**src/rtl/down_timer_pkg.sv**
```systemverilog
// Shared types and defaults for the down_timer block and its helpers.
package counter_pkg;

  localparam int unsigned DEFAULT_WIDTH = 8;

  typedef enum logic [1:0] {
    IDLE   = 2'd0,
    ARMED  = 2'd1,
    RUN    = 2'd2,
    PAUSED = 2'd3
  } timer_state_t;

endpackage : counter_pkg

```
**src/rtl/down_timer_if.sv**
```systemverilog
// Load/control/status bundle of the down_timer; master drives the controls, slave is the timer.
interface down_timer_if
  import counter_pkg::*;
#(
  parameter int unsigned WIDTH = DEFAULT_WIDTH
);

  logic             load_valid;
  logic [WIDTH-1:0] load_value;
  logic             load_ready;
  logic             start;
  logic             stop;
  logic             auto_reload;
  logic [WIDTH-1:0] count;
  logic             busy;
  logic             tc_pulse;
  logic [WIDTH-1:0] tc_events;

  modport master (
    output load_valid, load_value, start, stop, auto_reload,
    input  load_ready, count, busy, tc_pulse, tc_events
  );

  modport slave (
    input  load_valid, load_value, start, stop, auto_reload,
    output load_ready, count, busy, tc_pulse, tc_events
  );

endinterface : down_timer_if

```
**src/rtl/down_timer_sat_counter.sv**
```systemverilog
// Saturating event counter: clear wins over inc, and the value sticks at all-ones.
module sat_counter
  import counter_pkg::*;
#(
  parameter int unsigned WIDTH = DEFAULT_WIDTH
) (
  input  logic             clk,
  input  logic             rst_n,
  input  logic             clear,
  input  logic             inc,
  output logic [WIDTH-1:0] value
);

  logic [WIDTH-1:0] value_q, value_d;

  // NOTE: every always_comb output gets a default first so no path leaves it unassigned (no latch).
  always_comb begin
    value_d = value_q;
    if (clear) begin
      value_d = '0;
    end else if (inc && (value_q != '1)) begin
      value_d = value_q + WIDTH'(1);
    end
  end

  // NOTE: sequential state uses non-blocking assignments only, so all flops update together.
  always_ff @(posedge clk) begin
    if (!rst_n) begin
      value_q <= '0;
    end else begin
      value_q <= value_d;
    end
  end

  assign value = value_q;

endmodule : sat_counter

```
**src/rtl/down_timer.sv**
```systemverilog
// Loadable down-counter with run/pause control, optional auto-reload and terminal-count reporting.
module down_timer
  import counter_pkg::*;
#(
  parameter int unsigned WIDTH = DEFAULT_WIDTH
) (
  input  logic          clk,
  input  logic          rst_n,
  down_timer_if.slave   bus
);

  timer_state_t     state_q, state_d;
  logic [WIDTH-1:0] count_q, count_d;
  logic [WIDTH-1:0] reload_q, reload_d;
  logic             tc_q, tc_d;
  logic             load_acc;

  always_ff @(posedge clk) begin
    if (!rst_n) begin
      state_q  <= IDLE;
      count_q  <= '0;
      reload_q <= '0;
      tc_q     <= 1'b0;
    end else begin
      state_q  <= state_d;
      count_q  <= count_d;
      reload_q <= reload_d;
      tc_q     <= tc_d;
    end
  end

  // An accepted load overrides start/stop in every state that can take one.
  always_comb begin
    state_d  = state_q;
    count_d  = count_q;
    reload_d = reload_q;
    tc_d     = 1'b0;
    load_acc = bus.load_valid && (state_q != RUN);

    if (load_acc) begin
      state_d  = ARMED;
      count_d  = bus.load_value;
      reload_d = bus.load_value;
    end else begin
      unique case (state_q)
        IDLE: ;
        ARMED, PAUSED: begin
          if (bus.stop) begin
            state_d = IDLE;
            count_d = '0;
          end else if (bus.start) begin
            state_d = RUN;
          end
        end
        RUN: begin
          if (bus.stop) begin
            state_d = PAUSED;
          end else if (count_q == '0) begin
            tc_d = 1'b1;
            if (bus.auto_reload) begin
              count_d = reload_q;
            end else begin
              state_d = IDLE;
            end
          end else begin
            count_d = count_q - WIDTH'(1);
          end
        end
        default: state_d = IDLE;
      endcase
    end
  end

  always_comb begin
    bus.busy       = (state_q == RUN);
    bus.load_ready = (state_q != RUN);
    bus.count      = count_q;
    bus.tc_pulse   = tc_q;
  end

  sat_counter #(
    .WIDTH (WIDTH)
  ) u_tc_events (
    .clk   (clk),
    .rst_n (rst_n),
    .clear (load_acc),
    .inc   (tc_d),
    .value (bus.tc_events)
  );

endmodule : down_timer
```
**src/flat_wrapper.sv**
```systemverilog
// flat-port wrapper written by rule: the top's interface ports become plain ports
module down_timer_flat import counter_pkg::*;
#(
  parameter int unsigned WIDTH = DEFAULT_WIDTH
)
  (clk, rst_n, bus_load_valid, bus_load_value, bus_start, bus_stop, bus_auto_reload, bus_load_ready, bus_count, bus_busy, bus_tc_pulse, bus_tc_events);
  down_timer_if #(.WIDTH(WIDTH)) bus_i ();
  input  logic clk;
  input  logic rst_n;
  input wire logic [$bits(bus_i.load_valid)-1:0] bus_load_valid;
  input wire logic [$bits(bus_i.load_value)-1:0] bus_load_value;
  input wire logic [$bits(bus_i.start)-1:0] bus_start;
  input wire logic [$bits(bus_i.stop)-1:0] bus_stop;
  input wire logic [$bits(bus_i.auto_reload)-1:0] bus_auto_reload;
  output wire logic [$bits(bus_i.load_ready)-1:0] bus_load_ready;
  output wire logic [$bits(bus_i.count)-1:0] bus_count;
  output wire logic [$bits(bus_i.busy)-1:0] bus_busy;
  output wire logic [$bits(bus_i.tc_pulse)-1:0] bus_tc_pulse;
  output wire logic [$bits(bus_i.tc_events)-1:0] bus_tc_events;
  assign bus_i.load_valid = bus_load_valid;
  assign bus_i.load_value = bus_load_value;
  assign bus_i.start = bus_start;
  assign bus_i.stop = bus_stop;
  assign bus_i.auto_reload = bus_auto_reload;
  assign bus_load_ready = bus_i.load_ready;
  assign bus_count = bus_i.count;
  assign bus_busy = bus_i.busy;
  assign bus_tc_pulse = bus_i.tc_pulse;
  assign bus_tc_events = bus_i.tc_events;
  down_timer #(.WIDTH(WIDTH)) u_core (.clk(clk), .rst_n(rst_n), .bus(bus_i));
endmodule
```
**config.mk**
```make
export PLATFORM = sky130hd
export DESIGN_NAME = down_timer_flat
export DESIGN_NICKNAME = d
export VERILOG_FILES = /design/src/rtl/down_timer_pkg.sv /design/src/rtl/down_timer_if.sv /design/src/rtl/down_timer_sat_counter.sv /design/src/rtl/down_timer.sv /design/src/flat_wrapper.sv
export SDC_FILE = /design/constraint.sdc
export NUM_CORES = 1
export LEC_CHECK = 0
export ABC_AREA = 0
export CORE_AREA = 3 3 75 77
export CTS_BUF_LIST = sky130_fd_sc_hd__clkbuf_4 sky130_fd_sc_hd__clkbuf_8
export DETAILED_ROUTE_END_ITERATION = 10
export DIE_AREA = 0 0 78 80
export PLACE_DENSITY_LB_ADDON = 0.05
export SLEW_MARGIN = 20
export SYNTH_ARGS = -nofsm -noshare
export SYNTH_HDL_FRONTEND = slang
export SYNTH_SLANG_ARGS = --single-unit
```
**constraint.sdc**
```tcl
create_clock -name clk -period 6.7 [get_ports clk]
set_input_delay 1.34 -clock clk [delete_from_list [all_inputs] [get_ports clk]]
set_output_delay 1.34 -clock clk [all_outputs]
set_load 0.05 [all_outputs]
```
Word-level counts from Yosys, hierarchy flattened

Index checks and enable logic that the tools add are counted.

Eq/ne operators: 14
Reduce and logical (&&, ||, !) cells: 10
Mux-type cells: 17
$add $sub $neg: 2
Bitwise gates (word level): 1

Operator list:

| kind                                                | count |
|---|---|
| 2-to-1 mux 8 bit                                    | 5 |
| case mux 8 bit (2 select lines)                     | 1 |
| != test 4 x 3 -> 1 bit, second input constant       | 3 |
| AND reduction 4 bit                                 | 3 |
| 2-to-1 mux 2 bit                                    | 5 |
| != test 3 x 2 -> 1 bit, second input constant       | 3 |
| adder 8 x 1 -> 8 bit, second input constant         | 1 |
| logical NOT 8 bit                                   | 1 |
| != test 8 bit, second input constant                | 1 |
| subtractor 8 x 1 -> 8 bit, second input constant    | 1 |
| != test 3 bit, second input constant                | 2 |
| 2-to-1 mux 1 bit                                    | 5 |
| equality test 2 bit, second input constant          | 2 |
| != test 4 x 2 -> 1 bit, second input constant       | 1 |
| case mux 2 bit (2 select lines)                     | 1 |
| OR reduction 2 bit                                  | 2 |
| nonzero test 3 bit                                  | 1 |
| equality test 2 x 1 -> 1 bit, second input constant | 1 |
| logical AND 1 bit                                   | 2 |
| != test 2 bit, second input constant                | 1 |
| nonzero test 2 bit                                  | 1 |
| NOT 1 bit                                           | 1 |

Output and inout port bits: 19
Bits in registers: 27
Bits of input ports: 14
Logic and storage cells: 50

Depth between registers and ports, before layout

Word-level depth: 6
Depth in mapped cells: 9
Mapped depth without buffers: 6

Hierarchy

From an unflattened synthesis, not the netlist that was laid out.

Cell total of the unflattened synthesis: 191
Area, all modules: 1540.2 µm²

By module, submodules not included:

| module      | times used | area each (µm²) | sequential area each (µm²) | cells an instance |
|---|---|---|---|---|
| down_timer  | 1          | 1118.6          | 380.4                      | 145 |
| sat_counter | 1          | 421.7           | 160.2                      | 46 |

Least setup slack after synthesis

OpenSTA, ideal clock, no wires.

Path type: flip-flop to output port
From: register u_core.state_q[0]
To: output port bus_busy
Cell stages (with the launch flop): 4
Setup slack: 3.853 ns
Buffers on the path: 1
Required time: 5.360 ns
Data arrival time: 1.507 ns
Cells stage by stage: dfxtp_1 > or2b_2 > clkbuf_1 > inv_2

Longest elaborated chain between the ends: 1

Ends and longest elaborated chain:

| element                | line               | source |
|---|---|---|
| from (decl)            | down_timer.sv:12   | `timer_state_t state_q, state_d;` |
| from (signal assigned) | down_timer.sv:25   | `state_q <= state_d;` |
| equality test 2 bit    | down_timer.sv:75   | `bus.busy = (state_q == RUN);` |
| to (decl)              | flat_wrapper.sv:17 | `output wire logic [$bits(bus_i.busy)-1:0] bus_busy;` |

Every way passes these cells.

Worst setup path in the final report

From: register u_core.state_q[1]
To: output port bus_busy

Same word-level chain as after synthesis.

==> summary.md <==
| Metric | Value |
|---|---|
| Status | finished, final reports clean |
| Mapped Nets | 198 |
| Gpl congestion | 0.789 |
| Min-Delay Path Class | flip-flop to flip-flop |
| Number of placed cells counting well taps | 270 |
| Gate count after technology mapping | 181 |
| Worst voltage drop across the vdd grid | 0.000118 V |
| CTS Hold Buffers Added | 0 |
| Endpoint kind of the worst setup timing path | output pin |
| Combinational share of power | 26.6% |
| Share of synthesized flip-flops with an asynchronous set or reset | 0% |
| Via count of the first global-routing pass | 1,366 |
| Maximum fanout along the worst path | 13 |
| Final routed DRC violation total | 0 |
| Most used cells in the layout excluding fill and tap cells | sky130_fd_sc_hd__clkdlybuf4s50_1 (32), sky130_fd_sc_hd__dfxtp_1 (27), sky130_fd_sc_hd__a21oi_1 (26), sky130_fd_sc_hd__nand2_1 (19), sky130_fd_sc_hd__nand3_1 (9) |
| Total of endpoints with negative setup slack in the final report | 0 |
| Core area | 0.00507 mm2 |
| Final min period | 3.51 ns |
| First-pass GRT wire length | 6.99 mm |
| Worst Max-Slew Pin Slew | 0.531 ns |
| CTS root buffer | sky130_fd_sc_hd__clkbuf_8 |
| Area growth from synthesis to layout | 24.2% |
| Cell-internal power | 0.251 mW |
| Main flop type after synthesis | sky130_fd_sc_hd__dfxtp_1 |
| Setup repair after global routing missed its margin | false |
| Final hold viol count | 0 |
| Net switching power | 0.129 mW |
| Number of CTS-inserted buffers | 3 |
| Finished Cell Area | 0.00188 mm2 |
| Register area | 541 um2 |
| Average wire per cell in the routed design | 15.6 um |
| Width of the die | 78 um |
| Clock Skew | 0.00552 ns |
| Avg Vias per Cell | 5.30 |
| Total wirelength of the detailed-routed design | 4.28 mm |
| Pin count of the biggest net entering global routing | 18 |
| Overall die height | 80 um |
| Area occupied by multi-input gates | 856 um2 |
| Post-detailed-placement cell area | 0.00183 mm2 |
| Setup crit start kind | flip-flop |
| IO Port Bufs | 32 |
| Final TNS setup | 0 ns |
| Top achievable clock speed | 285 MHz |
| Leakage power of the design | 0.614 nW |
| Row cnt | 26 |
| Worst skew pair latency | 0.28 ns |
| Post-synth EDFFs | 0 |
| Fraction of layout instances using a drive strength above 1 | 8.33% |
| Critical path start-end classification | flip-flop to output pin |
| Number of design-rule violations left by the first detailed-router iteration | 61 |
| Proportion of power drawn by the clock network | 26.4% |
| Fillers | 549 |
| Worst relative slew slack | 64.4% |
| Clock tree from TritonCTS | built |
| Number of cells in the finished layout apart from fillers | 274 |
| Number of distinct library cells after synthesis | 51 |
| Detailed-route via count | 1,451 |
| #FFs+latches synth | 27 |
| Antenna cell count | 0 |
| Die Footprint | 0.00624 mm2 |
| Number of antenna violations at the first check in global routing | 0 |
| Post-CTS sizing | 0 |
| Sum of net half-perimeters after detailed placement | 3.04 mm |
| Number of warnings issued by yosys | 0 |
| Final antenna-violating net count | 0 |
| Max_cap viols | 0 |
| I/O pins | 33 |
| Number of max-slew violations in the final report | 0 |
| Power density over cell area | 203 mW/mm2 |
| Overflow after GRT | 0 |
| Synthesized area per cell | 8.35 um2 |
| Required time of the worst setup path | 5.36 ns |
| Clock tree buffer depth | 2 |
| Sequential Power Share | 47.1% |
| Setup slack at placement | 3.43 ns |
| Fraction of the yosys area taken by sequential cells | 35.8% |
| Total setup buffers inserted after CTS | 0 |
| H-tree levels | 1 |
| Tot Pwr | 0.381 mW |
| Initial standard-cell utilization of the core | 29.8% |
| Commonest non-fill, non-tap cell in the layout | sky130_fd_sc_hd__clkdlybuf4s50_1 |
| Layout net count | 222 |
| # clock sinks | 27 |
| Period utilisation layout | 52.4% |
| Post-synthesis cell area | 0.00151 mm2 |
| Worst-case setup margin in the final layout | 3.19 ns |
| Crit path arrival time | 2.17 ns |
| Total routing resource utilization after global routing | 14.3% |
| Number of detailed-route iterations in the first pass | 4 |
| Clock-pin transition on the worst setup and hold timing paths | 0.11 ns |
| Switching share of power | 34.0% |
cell type report:
type	count	area share [%]
timing repair buffer	32	17.1
clock inverter	1	0.267
sequential	27	28.8
tap	70	4.67
clock buffer	3	2.20
inverter	7	1.40
multi-input combinational	134	45.6
power groups by stage:
stage | clock network [mW] | registers [mW] | logic (mW)
3_3_place_gp | 0 | 0.183 | 0.102
2_1_floorplan | 0 | 0.196 | 0.0588
3_5_place_dp | 0 | 0.183 | 0.101
4_1_cts | 0.104 | 0.179 | 0.102
5_1_grt | 0.112 | 0.181 | 0.109
6_report | 0.100 | 0.179 | 0.101
worst paths after layout:
kind | startpoint | end | slack [ns] | depth (start not counted)
setup / recovery | u_core.state_q[1] | bus_busy | 3.19 | 3
hold / removal | u_core.reload_q[2] | u_core.reload_q[2] | 0.46 | 2
setup reg to reg | u_core.bus.count[0] | u_core.u_tc_events.value[4] | 4.11 | 6
hold reg to reg | u_core.reload_q[2] | u_core.reload_q[2] | 0.46 | 2
critical path, cell delays in order, from the launching register on:
cell and delay (ns):
sky130_fd_sc_hd__dfxtp_1 0.39, sky130_fd_sc_hd__or2b_2 0.44, sky130_fd_sc_hd__inv_2 0.22, sky130_fd_sc_hd__clkdlybuf4s50_1 0.84
state kept, by name, indices dropped and copies added (netlist names):
signal / count
u_core.bus.count: 8
u_core.reload_q: 8
u_core.u_tc_events.value: 8
u_core.state_q: 2
u_core.bus.tc_pulse: 1
metrics by stage:
stage               utilization (%)  hold WS [ns]
CTS                            37.0         0.465
floorplan                         -         0.436
detailed placement             36.1         0.450
global placement               36.1         0.446
global route                   37.0         0.485
finish                         37.0         0.462
kinds of logic (layout without fill, tap and decap cells):
group / Yosys count / after routing / synth area share, %
fa+ha+maj: 3 / 3 / 2.48
compound gates: 62 / 62 / 27.3
xor+xnor: 3 / 3 / 1.74
mux: 1 / 1 / 0.662
buf+inv: 20 / 43 / 7.62
simple gates: 65 / 65 / 24.4
flops: 27 / 27 / 35.8
Yosys cell counts, types with 3 or more instances:
| master | instances | area [um2] |
|---|---|---|
| sky130_fd_sc_hd__nand2_1 | 19 | 71.3 |
| sky130_fd_sc_hd__o21ai_0 | 6 | 30.0 |
| sky130_fd_sc_hd__a21oi_1 | 26 | 130 |
| sky130_fd_sc_hd__ha_1 | 3 | 37.5 |
| sky130_fd_sc_hd__nor2b_1 | 3 | 18.8 |
| sky130_fd_sc_hd__xnor2_1 | 3 | 26.3 |
| sky130_fd_sc_hd__inv_1 | 5 | 18.8 |
| sky130_fd_sc_hd__o31ai_1 | 8 | 60.1 |
| sky130_fd_sc_hd__nand3_1 | 9 | 45.0 |
| sky130_fd_sc_hd__nor2_1 | 6 | 22.5 |
| sky130_fd_sc_hd__buf_6 | 3 | 33.8 |
| sky130_fd_sc_hd__dfxtp_1 | 27 | 541 |
| sky130_fd_sc_hd__or4_1 | 6 | 45.0 |
| sky130_fd_sc_hd__a311oi_1 | 6 | 52.6 |
| sky130_fd_sc_hd__clkbuf_1 | 5 | 18.8 |
| sky130_fd_sc_hd__nor4_1 | 3 | 18.8 |
per-layer routing:
| layer | wire length (um) | track usage [%] | up-vias |
|---|---|---|---|
| met4 | 46 | 4.20 | 0 |
| li1 | - | - | 736 |
| met3 | 130 | 2.93 | 4 |
| met1 | 1970 | 16.8 | 684 |
| met2 | 2130 | 26.1 | 27 |
| met5 | 0 | 0 | - |
(Power assumes the default switching activity.)
